`src/rtl/fir_tap_load_ctrl.sv`:
```
// Tap-load sequencer for configurable_fir: double-buffered tap banks, drain/off/load/wait
// reload FSM and sample gating. Optional FIR_TAP_LOAD_CHECKSUM_EN adds a tap_checksum port.
module fir_tap_load_ctrl #(
  parameter int unsigned G_NUM_TAPS   = 16,
  parameter int unsigned G_TAP_WIDTH  = 16,
  parameter int unsigned G_DATA_WIDTH = 16,
  parameter int unsigned G_OFF_CYCLES = 2
) (
  input  logic                          clk,
  input  logic                          reset,
  input  logic [$clog2(G_NUM_TAPS)-1:0] cfg_wr_addr,
  input  logic [G_TAP_WIDTH-1:0]        cfg_wr_data,
  input  logic                          cfg_wr_valid,
  input  logic                          cfg_commit,
  output logic                          busy,
  output logic                          active_bank,
  output logic [7:0]                    reload_count,
  output logic                          fir_enable,
  output logic [G_TAP_WIDTH-1:0]        fir_tap_din,
  output logic                          fir_tap_din_valid,
  input  logic                          fir_tap_din_ready,
  input  logic                          fir_tap_din_done,
  input  logic [G_DATA_WIDTH-1:0]       s_din,
  input  logic                          s_din_valid,
  output logic                          s_din_ready,
  output logic [G_DATA_WIDTH-1:0]       m_din,
  output logic                          m_din_valid,
  input  logic                          m_din_ready,
  input  logic                          fir_dout_valid,
  input  logic                          fir_dout_ready
`ifdef FIR_TAP_LOAD_CHECKSUM_EN
  ,
  output logic [G_TAP_WIDTH+$clog2(G_NUM_TAPS)-1:0] tap_checksum
`endif
);

  localparam int unsigned IdxW = $clog2(G_NUM_TAPS);
  localparam int unsigned OffW = $clog2(G_OFF_CYCLES + 1);

  typedef enum logic [2:0] {StIdle, StRun, StDrain, StOff, StLoad, StWait} state_e;

  state_e            state_q, state_d;
  logic              active_q, active_d;
  logic              fir_en_q, fir_en_d;
  logic [7:0]        reload_q, reload_d;
  logic              pending_q, pending_d;
  logic              rerun_q, rerun_d;
  logic [1:0]        outst_q, outst_d;
  logic [IdxW-1:0]   idx_q, idx_d;
  logic [OffW-1:0]   off_q, off_d;
  logic [G_TAP_WIDTH-1:0] bank_q [2][G_NUM_TAPS];

  logic path_open, m_fire, d_fire, tap_fire;

  // Path closes in the commit cycle itself and during the one RUN cycle before a queued reload.
  assign path_open   = (state_q == StRun) && !cfg_commit && !rerun_q;
  assign m_din       = s_din;
  assign m_din_valid = path_open & s_din_valid;
  assign s_din_ready = path_open & m_din_ready;

  assign fir_tap_din_valid = (state_q == StLoad);
  assign fir_tap_din       = fir_tap_din_valid ? bank_q[active_q][idx_q] : '0;
  assign busy              = (state_q != StRun);
  assign active_bank       = active_q;
  assign reload_count      = reload_q;
  assign fir_enable        = fir_en_q;

  assign m_fire   = m_din_valid & m_din_ready;
  assign d_fire   = fir_dout_valid & fir_dout_ready;
  assign tap_fire = fir_tap_din_valid & fir_tap_din_ready;

`ifdef FIR_TAP_LOAD_CHECKSUM_EN
  localparam int unsigned SumW = G_TAP_WIDTH + IdxW;
  logic [SumW-1:0] sum_q, sum_d, chk_q, chk_d;
  assign tap_checksum = chk_q;
`endif

  // Host always writes the bank not currently owned by the FIR.
  always_ff @(posedge clk) begin
    if (cfg_wr_valid) begin
      bank_q[~active_q][cfg_wr_addr] <= cfg_wr_data;
    end
  end

  always_comb begin
    state_d   = state_q;
    active_d  = active_q;
    fir_en_d  = fir_en_q;
    reload_d  = reload_q;
    pending_d = pending_q;
    rerun_d   = rerun_q;
    idx_d     = idx_q;
    off_d     = off_q;
`ifdef FIR_TAP_LOAD_CHECKSUM_EN
    sum_d = sum_q;
    chk_d = chk_q;
    if (tap_fire) begin
      sum_d = sum_q + SumW'(fir_tap_din);
    end
`endif

    outst_d = outst_q;
    if (m_fire && !d_fire && outst_q != 2'd3) begin
      outst_d = outst_q + 2'd1;
    end else if (!m_fire && d_fire && outst_q != 2'd0) begin
      outst_d = outst_q - 2'd1;
    end

    if (cfg_commit && !(state_q inside {StIdle, StRun})) begin
      pending_d = 1'b1;
    end

    unique case (state_q)
      StIdle: begin
        if (cfg_commit) state_d = StDrain;
      end
      StRun: begin
        if (cfg_commit || rerun_q) begin
          state_d = StDrain;
          rerun_d = 1'b0;
        end
      end
      StDrain: begin
        if (outst_q == 2'd0) begin
          state_d  = StOff;
          active_d = ~active_q;
          fir_en_d = 1'b0;
          off_d    = '0;
`ifdef FIR_TAP_LOAD_CHECKSUM_EN
          sum_d = '0;
`endif
        end
      end
      StOff: begin
        if (off_q == OffW'(G_OFF_CYCLES - 1)) begin
          state_d  = StLoad;
          fir_en_d = 1'b1;
          idx_d    = '0;
        end else begin
          off_d = off_q + 1'b1;
        end
      end
      StLoad: begin
        if (tap_fire) begin
          if (idx_q == IdxW'(G_NUM_TAPS - 1)) state_d = StWait;
          else                                idx_d   = idx_q + 1'b1;
        end
      end
      StWait: begin
        if (fir_tap_din_done) begin
          state_d   = StRun;
          reload_d  = reload_q + 8'd1;
          // A commit seen during the reload (or in this very cycle) triggers one more.
          rerun_d   = pending_q | cfg_commit;
          pending_d = 1'b0;
`ifdef FIR_TAP_LOAD_CHECKSUM_EN
          chk_d = sum_q;
`endif
        end
      end
      default: state_d = StIdle;
    endcase
  end

  always_ff @(posedge clk) begin
    if (reset) begin
      state_q   <= StIdle;
      active_q  <= 1'b0;
      fir_en_q  <= 1'b0;
      reload_q  <= '0;
      pending_q <= 1'b0;
      rerun_q   <= 1'b0;
      outst_q   <= '0;
      idx_q     <= '0;
      off_q     <= '0;
`ifdef FIR_TAP_LOAD_CHECKSUM_EN
      sum_q <= '0;
      chk_q <= '0;
`endif
    end else begin
      state_q   <= state_d;
      active_q  <= active_d;
      fir_en_q  <= fir_en_d;
      reload_q  <= reload_d;
      pending_q <= pending_d;
      rerun_q   <= rerun_d;
      outst_q   <= outst_d;
      idx_q     <= idx_d;
      off_q     <= off_d;
`ifdef FIR_TAP_LOAD_CHECKSUM_EN
      sum_q <= sum_d;
      chk_q <= chk_d;
`endif
    end
  end

endmodule

```
`config.mk`:
```
export PLATFORM = sky130hd
export DESIGN_NAME = fir_tap_load_ctrl
export DESIGN_NICKNAME = d
export VERILOG_FILES = /design/src/rtl/fir_tap_load_ctrl.sv
export SDC_FILE = /design/constraint.sdc
export NUM_CORES = 1
export LEC_CHECK = 0
export BUFFER_PORTS_ARGS = -buffer_cell sky130_fd_sc_hd__buf_4
export CAP_MARGIN = 20
export CORE_MARGIN = 1
export CORE_UTILIZATION = 69
export CTS_BUF_LIST = sky130_fd_sc_hd__clkbuf_4
export CTS_CLUSTER_SIZE = 20
export DETAILED_ROUTE_END_ITERATION = 12
export PLACE_DENSITY = 0.88
export SETUP_SLACK_MARGIN = 0.5
export SLEW_MARGIN = 20
export SYNTH_ARGS = -nofsm -noshare
export SYNTH_HDL_FRONTEND = slang
export SYNTH_SLANG_ARGS = --single-unit
```
`constraint.sdc`:
```
create_clock -name clk -period 4.2 [get_ports clk]
set_input_delay 0 -clock clk [delete_from_list [all_inputs] [get_ports clk]]
set_output_delay 0 -clock clk [all_outputs]
set_load 0.005 [all_outputs]
```
==> results of run 1 <==
==> flip-flops by register name (all words and copies together) (netlist names), named ones only <==
register      flops
bank_q          512
reload_count      8
idx_q             4
state_q           3
off_q             2
outst_q           2
active_bank       1
fir_enable        1
pending_q         1
rerun_q           1
==> Yosys cell counts, drive strengths merged (2+ instances only) <==
cell | instances | share of area, %
o21ai | 21 | 0.49
or3b | 6 | 0.24
a221o | 17 | 0.83
a21oi | 13 | 0.30
nor3b | 2 | 0.070
and2 | 4 | 0.12
nand4 | 2 | 0.058
nand2 | 15 | 0.26
buf | 48 | 2.1
clkbuf | 25 | 1.1
a22oi | 16 | 0.56
edfxtp | 512 | 72
a31oi | 19 | 0.55
nand2b | 3 | 0.087
nor2 | 56 | 0.98
a221oi | 12 | 0.49
nand3 | 8 | 0.19
nor2b | 4 | 0.12
mux4 | 112 | 13
dfxtp | 24 | 2.2
nor4bb | 2 | 0.093
o2111ai | 4 | 0.16
inv | 5 | 0.087
and4b | 2 | 0.093
xor2 | 7 | 0.29
and4 | 2 | 0.082
mux2i | 65 | 3.0
or3 | 2 | 0.058
ha | 3 | 0.17
nand3b | 9 | 0.31
==> worst register-to-register path: stages (launching register included) <==
cell and delay (ps):
dfxtp_1 690, or3b_2 490, dlygate4sd3_1 650, nor2_1 120, dlygate4sd3_1 580, buf_4 330
==> stage by stage <==
stage          power, mW  cell area (um2)
2_1_floorplan       7.31            21500
6_report            11.7            24100
3_3_place_gp        7.49            22100
4_1_cts             11.7            24100
3_5_place_dp        7.53            22100
5_1_grt             12.1            24100
==> repair_timing <==
| item | 4_1_cts | 5_1_grt |
|---|---|---|
| hold buffers | 36 | 0 |
| endpoints found under the hold margin | 899 | 0 |
| setup endpoints to repair | 0 | 0 |
==> final cells by class <==
type / instances / share of cell area [%]
antenna: 1 / 0.0104
clock inverter: 35 / 0.868
sequential: 536 / 65.9
clock buffer: 191 / 5.96
inverter: 5 / 0.0780
timing repair buffer: 138 / 4.83
multi-input combinational: 420 / 20.3
tap: 396 / 2.06
==> kinds of logic (layout without fill, tap and decap cells) <==
logic type      Yosys count  in the layout
other cells               0              1
compound gates          108            108
fa+ha+maj                 3              3
buf+inv                  79            369
flops                   536            536
simple gates            123            123
xor+xnor                  8              8
mux                     178            178
==> power breakdown <==
| group | internal, mW | switching, mW |
|---|---|---|
| combinational | 0.722 | 0.703 |
| sequential | 5.94 | 0.110 |
| clock | 2.19 | 2.03 |
==> worst max path at each step <==
| stage | end | slack [ps] |
|---|---|---|
| 4_1_cts | fir_tap_din[0] | 830 |
| 5_1_grt | fir_tap_din[12] | 780 |
| 3_5_place_dp | fir_tap_din[13] | 1730 |
| 3_3_place_gp | fir_tap_din[13] | 1750 |
| 2_1_floorplan | bank_q[0][112] | 2030 |
| 6_report | fir_tap_din[0] | 850 |
==> layer usage <==
metal / up-vias / track usage [%] / wire length [um]
met2: 983 / 51.9 / 24600
met3: 148 / 6.46 / 5900
met4: 0 / 15.8 / 2130
met5: - / 0 / 0
met1: 5856 / 45.3 / 17900
li1: 4793 / - / -
==> results.cfg, run 1 <==
[outcome]
status = finished, final reports clean

[layout]
fin_nets = 1271
stdcell_count = 1722
area_delta_synth_final_pct = 12.2
final_util_pct = 78.7
final_common_cell = edfxtp_1
layout_common_cells = edfxtp_1, clkbuf_4, buf_4
fillers = 1435
seq_area_um2 = 15900
final_layout_size_suffix_gt1_share_pct = 29.5
multi_input_area_um2 = 4890

[flow_run]
max_cap_violations = 0

[setup_path]
cp.arrival_ps = 3350
critPathRequiredTime_ps = 4200
rr_startpoint = active_bank
rrSetupSlack_ps = 1030
crit_fanout = 41
path_buf_inv = 2
critPathLaunchType = register
ff2ff_path_depth = 5
cpPeakStageDelay_ps = 630
endpoint_kind = output port
path_delay_family = compound AO/OA/AOI/OAI gates
cpMaxStageDelayCell = dfxtp_4
crit_type = reg -> out
cp_num_cells = 5
timing.rr.end = bank_q[0][188]
worstPathCellList = buf_12 > mux4_2 > a22oi_1 > a31oi_1 > buf_4

[detailed_routing]
wire_per_inst_um = 29.3
totalWireLength_mm = 50.5
dr_total_vias = 11800
drcViolationCount = 0
drt_iter0_drc = 1712
vias_per_cell = 6.84
drt_first_pass_iters = 5
route.antenna.remaining_nets = 0

[pwr]
p_per_area_nw_per_um2 = 486
p_leak_nw = 7.94
ir_worst_vdd_mv = 0.445

[placement]
post-dp-hpwl_mm = 27.2
gp_congestion = 0.830
place_inst = 1459
dp_slack_ps = 1730
portBuffers = 59

[worst_hold_path]
worstHoldEndpoint = m_din[2]
hp-start = s_din[2]
hold_path_class = in -> out
min_path_cells = 0

[sta]
setup_tns_ps = 0
fmax_ghz = 0.298
relSlewSlack_pct = 24.4
holdWs_ps = 0.00198
setup_slack_ps = 847
setup_viol = 0
skew_ps = 102
period_minus_slack_ps = 3350
grt_setup_unrepaired = no
slew_viol_final = 0
min_period_over_period_pct = 79.8
final_hold_viol_count = 0
max_slew.worst_pin.slew_ps = 1130

[cts]
cts_buffers = 121
clk_path_buf_depth = 3
ctsResizeCount = 0
tritoncts = done
cts_num_sinks = 536
postCtsSetupBuffers = 0
clockRootBuffer = clkbuf_4
clk_latency_ps = 870
path_clk_slew_ps = 60
h-tree-depth = 3

[grt]
grt_pass1_vias = 11800
grt_use_total_pct = 33.0
grt_first_pass_wirelength_mm = 73.2
antenna_found_initial = 1
overflow = 0
grt_max_degree = 72

[floorplanning]
core_um2 = 30600
dieArea_um2 = 31800
initial_core_util_pct = 70.2
fp-row-count = 64
ios = 92
die_x_um = 178
die_y_um = 178

[yosys]
syn_nets = 1084
synth_mux_area_share_pct = 15.6
yosysUniqueCellTypes = 57
syn_area_per_cell_um2 = 20.7
netlist_instances = 1035
synth_fa_ha_area_share_pct = 0.175
synthArstFlopShare_pct = 0
yosysSeqAreaShare_pct = 73.9
yosys_warnings = 0
synth_ff_type = edfxtp_1
synth-seq-cells = 536
syn-cell-area_um2 = 21500
synthXorXnorAreaFrac_pct = 0.326
synth_top_family_by_area = multiplexers
synthSimpleGateAreaFrac_pct = 3.02
synth-edff-count = 512
synth_compound_area_share_pct = 3.63
(Power assumes the default switching activity.)
==> run 2: changes to the inputs <==
--- a/config.mk
+++ b/config.mk
@@ -8,11 +8,11 @@
 export BUFFER_PORTS_ARGS = -buffer_cell sky130_fd_sc_hd__buf_4
 export CAP_MARGIN = 20
 export CORE_MARGIN = 1
-export CORE_UTILIZATION = 69
+export CORE_UTILIZATION = 64
 export CTS_BUF_LIST = sky130_fd_sc_hd__clkbuf_4
 export CTS_CLUSTER_SIZE = 20
 export DETAILED_ROUTE_END_ITERATION = 12
-export PLACE_DENSITY = 0.88
+export PLACE_DENSITY = 0.82
 export SETUP_SLACK_MARGIN = 0.5
 export SLEW_MARGIN = 20
 export SYNTH_ARGS = -nofsm -noshare
==> constraint.sdc (replaced) <==
create_clock -name clk -period 3.5 [get_ports clk]
set_input_delay 0 -clock clk [delete_from_list [all_inputs] [get_ports clk]]
set_output_delay 0 -clock clk [all_outputs]
set_load 0.005 [all_outputs]
==> run 2 against run 1 <==
Compared with the run above:
- wire length is 3.3% lower
- sequential power is 20% higher
- non-clock buffer count is 17 higher
- die area is 7.7% higher
- final area is 1.9% higher
- via count is 2.4% lower
- sequential share of layout area is 1.2 points lower
- clock skew is 60 ps lower
- combinational power is 39% higher
- global-route usage is 3.6 points lower
- largest power group unchanged
==> results.cfg, run 2 (synthesis results as in run 1) <==
[floorplanning]
dieArea_um2 = 34300
core_um2 = 32800
die_y_um = 185
die_x_um = 185
initial_core_util_pct = 65.5
fp-row-count = 66
ios = 92

[cts]
clk_latency_ps = 830
path_clk_slew_ps = 60
cts_buffers = 135
cts_num_sinks = 536
clk_path_buf_depth = 3
tritoncts = done
clockRootBuffer = clkbuf_4
h-tree-depth = 4

[setup_path]
critPathLaunchType = register
crit_type = reg -> out
rrSetupSlack_ps = 730
endpoint_kind = output port
critPathRequiredTime_ps = 3500
crit_fanout = 49
cp.arrival_ps = 3000

[grt]
grt_pass1_vias = 11800
grt_use_total_pct = 29.4
grt_max_degree = 50
antenna_found_initial = 3
overflow = 0
grt_first_pass_wirelength_mm = 70.6

[detailed_routing]
vias_per_cell = 6.43
route.antenna.remaining_nets = 0
totalWireLength_mm = 48.9
drcViolationCount = 0
dr_total_vias = 11500
drt_iter0_drc = 1669
drt_first_pass_iters = 5
wire_per_inst_um = 27.3

[layout]
final_common_cell = edfxtp_1
layout_common_cells = edfxtp_1, clkbuf_4, buf_4
fillers = 1746
top_register = bank_q
largest_register_ffs = 512
final_layout_size_suffix_gt1_share_pct = 32.1
fin_nets = 1302
area_delta_synth_final_pct = 14.3

[sta]
skew_ps = 42.8
setup_tns_ps = 0
fmax_ghz = 0.333
max_slew.worst_pin.slew_ps = 720
setup_viol = 0
min_period_over_period_pct = 85.8
period_minus_slack_ps = 3000
slew_viol_final = 0
setup_slack_ps = 496
grt_setup_unrepaired = yes
relSlewSlack_pct = 51.9
final_hold_viol_count = 0

[outcome]
status = finished, final reports clean

[pwr]
pwr-share-comb_pct = 13.7
intPower_mw = 10.9
p_per_area_nw_per_um2 = 588
switching_share_pct = 24.1
p_sw_mw = 3.48
p_leak_nw = 8.12
p_clk_share_pct = 36.2
seq_power_share_pct = 50.1
ir_worst_vdd_mv = 0.395

[flow_run]
max_cap_violations = 0

[placement]
portBuffers = 59
gp_congestion = 0.859
dp_slack_ps = 1090
post-dp-hpwl_mm = 27.2

[worst_hold_path]
hold_path_class = in -> out
==> run 2: changes by cell type in the layout (fill, tap and decap cells not counted), moves of 3 or more <==
cell	before	now
a22oi_1	16	8
a22oi_2	0	8
buf_4	99	106
clkinv_1	26	21
buf_16	0	3
clkinv_4	1	4
mux2i_1	65	62
mux2i_2	0	3
o2111ai_1	4	1
o2111ai_2	0	3
==> run 2: cell type report <==
type                    instances  area (um2)  share of cell area, %
multi-input cells             420        4960                   20.2
clock buffers                 193        1450                   5.90
well taps                     442         553                   2.25
flip-flops and latches        536       15900                   64.7
clock inverters                36         256                   1.05
inverters                       5        21.3                 0.0867
diodes                          1        2.50                 0.0102
repair buffers                155        1430                   5.82
==> run 2: power by group through the flow <==
stage	combinational [mW]	sequential [mW]	clock [mW]
5_1_grt	2.08	7.23	5.63
3_3_place_gp	1.69	7.38	0
3_5_place_dp	1.72	7.39	0
4_1_cts	1.83	7.22	5.27
6_report	1.98	7.23	5.22
2_1_floorplan	1.47	7.30	0
==> run 2: final timing paths <==
path                      to  cells after the start       startpoint
min                m_din[15]                      0        s_din[15]
max reg2reg   bank_q[1][138]                      5      active_bank
max           fir_tap_din[2]                      7         idx_q[1]
min reg2reg  reload_count[7]                      2  reload_count[7]
==> run 2: critical path: stages (launching register included) <==
cell and delay (ps):
dfxtp_4 440, buf_12 250, nor2b_1 190, buf_4 240, a221oi_1 350, o21ai_1 170
a31oi_1 380, buf_4 190
==> run 2: per-layer routing <==
| metal | vias up | part of all wire, % | global-route usage, % |
|---|---|---|---|
| li1 | 4841 | - | - |
| met1 | 5748 | 36 | 40.6 |
| met2 | 791 | 48 | 45.5 |
| met3 | 113 | 12 | 7.29 |
| met4 | 4 | 3.1 | 12.5 |
| met5 | - | 0.055 | 0 |
==> run 2: what timing repair did <==
item	in CTS	in global routing
cloned	0	2
endpoints found under the setup margin	16	15
resized for setup	11	16
hold buffers	37	0
buffers inserted	4	2
hold endpoints to repair	1033	0
==> run 2: metrics by stage <==
step | cells | utilization (%) | cell area [um2] | total power, mW | hold WS (ps)
2_1_floorplan | 1035 | - | 21500 | 8.77 | 73.7
3_3_place_gp | 1513 | 67.8 | 22200 | 9.07 | 0.0381
3_5_place_dp | 1513 | 67.8 | 22200 | 9.11 | 0.0381
4_1_cts | 1783 | 74.3 | 24400 | 14.3 | 0.0381
5_1_grt | 1788 | 74.8 | 24500 | 14.9 | 0.0158
6_report | 1788 | 74.8 | 24500 | 14.4 | 0.00226
==> run 3: changes to the inputs <==
--- a/config.mk
+++ b/config.mk
@@ -6,13 +6,12 @@
 export NUM_CORES = 1
 export LEC_CHECK = 0
 export BUFFER_PORTS_ARGS = -buffer_cell sky130_fd_sc_hd__buf_4
-export CAP_MARGIN = 20
 export CORE_MARGIN = 1
-export CORE_UTILIZATION = 64
-export CTS_BUF_LIST = sky130_fd_sc_hd__clkbuf_4
+export CORE_UTILIZATION = 61
+export CTS_BUF_LIST = sky130_fd_sc_hd__clkbuf_16
 export CTS_CLUSTER_SIZE = 20
 export DETAILED_ROUTE_END_ITERATION = 12
-export PLACE_DENSITY = 0.82
+export PLACE_DENSITY = 0.79
 export SETUP_SLACK_MARGIN = 0.5
 export SLEW_MARGIN = 20
 export SYNTH_ARGS = -nofsm -noshare
==> constraint.sdc (replaced) <==
create_clock -name clk -period 2.85 [get_ports clk]
set_input_delay 0 -clock clk [delete_from_list [all_inputs] [get_ports clk]]
set_output_delay 0 -clock clk [all_outputs]
set_load 0.005 [all_outputs]
==> run 3 against run 2 <==
Compared with the run above:
- non-clock buffer count did not move
- final area is 1.2% higher
- clock-buffer cell count shrank 140
- critical endpoint is now fir_tap_din[10]
- sequential share of layout area fell by 0.76 points
- sequential power grew 22%
- highest routed layer unchanged
- die area grew 4.9%
- total power is 27% higher
==> results.cfg, run 3 (synthesis results as in run 1) <==
[outcome]
status = finished, final reports clean

[setup_path]
path_delay_family = multiplexers
crit_fanout = 8
critPathLaunchType = register
critPathRequiredTime_ps = 2850
worstPathCellList = buf_12 > buf_16 > buf_12 > mux4_2 > mux2i_4 > a221o_2 > a31oi_1 > buf_4
path_buf_inv = 4
crit_top_cell = buf_12
cpPeakStageDelay_ps = 530
crit_type = reg -> out
cpMaxStageDelayCell = mux4_2
cp.arrival_ps = 2640
endpoint_kind = output port

[layout]
area_delta_synth_final_pct = 15.7
diodes = 0
fin_nets = 1217
top_register = bank_q
layout_common_cells = edfxtp_1, buf_4, mux4_2
largest_register_ffs = 512
final_layout_size_suffix_gt1_share_pct = 29.1
final_common_cell = edfxtp_1

[placement]
gp_congestion = 0.862
post-dp-hpwl_mm = 25.8
portBuffers = 59

[grt]
grt_max_degree = 33
overflow = 0
grt_pass1_vias = 10900
antenna_found_initial = 1
grt_use_total_pct = 28.0
grt_first_pass_wirelength_mm = 71.8

[sta]
setup_tns_ps = 0
min_period_over_period_pct = 92.8
relSlewSlack_pct = 44.0
grt_setup_unrepaired = yes
final_hold_viol_count = 0
skew_ps = 12.0
fmax_ghz = 0.378
period_minus_slack_ps = 2640
max_slew.worst_pin.slew_ps = 836
setup_viol = 0
slew_viol_final = 0

[floorplanning]
die_x_um = 190
dieArea_um2 = 35900
ios = 92
die_y_um = 190
initial_core_util_pct = 62.1
fp-row-count = 68
core_um2 = 34500

[cts]
h-tree-depth = 2
cts_buffers = 50
path_clk_slew_ps = 60
clk_latency_ps = 570
tritoncts = done
cts_num_sinks = 536
clk_path_buf_depth = 3
clockRootBuffer = clkbuf_16

[detailed_routing]
drt_iter0_drc = 1651
dr_total_vias = 11100
totalWireLength_mm = 49.9
wire_per_inst_um = 30.0
route.antenna.remaining_nets = 0
drt_first_pass_iters = 5
vias_per_cell = 6.70
drcViolationCount = 0

[pwr]
total_power_mw = 18.3
intPower_mw = 14.1
p_leak_nw = 7.95
seq_power_share_pct = 48.3
p_sw_mw = 4.25
switching_share_pct = 23.2
p_per_area_nw_per_um2 = 737
p_clk_share_pct = 35.4
pwr-share-comb_pct = 16.3
ir_worst_vdd_mv = 0.460

[flow_run]
max_cap_violations = 0

[worst_hold_path]
hold_path_class = in -> out
[run 3: changes by cell type in the layout (fill, tap and decap cells not counted), sizes merged]
cell / previous run / this run
clkbuf: 195 / 55
dlygate4sd3: 37 / 26
buf: 116 / 125
inv: 9 / 17
clkinv: 26 / 23
clkinvlp: 3 / 0
bufbuf: 0 / 2
bufinv: 3 / 4
diode: 1 / 0
[run 3: final cells by class]
class                           count  area, um2
Sequential cell                   536      15900
Timing Repair Buffer              155       1580
Inverter                            5       21.3
Fill cell                        1957       9710
Multi-Input combinational cell    420       5200
Clock buffer                       53       1330
Tap cell                          455        569
Clock inverter                     39        262
[run 3: repair_timing]
action                     4_1_cts  5_1_grt
hold endpoints to repair       536        0
setup endpoints to repair       16       16
buffers inserted                11        2
hold buffers                    26        0
pin swaps                       11       12
cloned                           7        2
resized for setup               69       34
[run 3: path summary, 6_finish.rpt]
path / from / end / slack (ps) / cells past startpoint
max: register / fir_tap_din[10] / 210 / 8
min: s_din[9] / m_din[9] / 0.002 / 0
max reg2reg: state_q[0] / outst_q[1] / 800 / 5
min reg2reg: off_q[1] / off_q[1] / 510 / 2
[run 3: through the flow]
step                      cell area [um2]  instances  worst slack (ps)  hold slack (ps)  utilization, %
final                               24800       1663               206          0.00200            71.9
after global routing                24800       1663               180           0.0117            71.9
after CTS                           24600       1659               199           0.0381            71.3
after detailed placement            22200       1523               627           0.0381            64.3
after global placement              22200       1523               660           0.0381            64.3
after floorplan                     21500       1035               683             73.7               -
[run 3: per-layer routing]
layer / routed length, um / vias up / GRT usage [%]
met2: 24200 / 724 / 44.3
met1: 19100 / 5726 / 40.4
met5: 17 / - / 0
li1: - / 4583 / -
met3: 5050 / 102 / 4.45
met4: 1520 / 2 / 9.52
[run 3: power by group through the flow]
| stage | combinational (mW) | clock [mW] | sequential (mW) |
|---|---|---|---|
| 2_1_floorplan | 1.81 | 0 | 8.96 |
| 3_3_place_gp | 2.07 | 0 | 9.01 |
| 6_report | 2.98 | 6.47 | 8.85 |
| 3_5_place_dp | 2.10 | 0 | 9.02 |
| 5_1_grt | 3.11 | 6.79 | 8.86 |
| 4_1_cts | 2.74 | 6.48 | 8.85 |
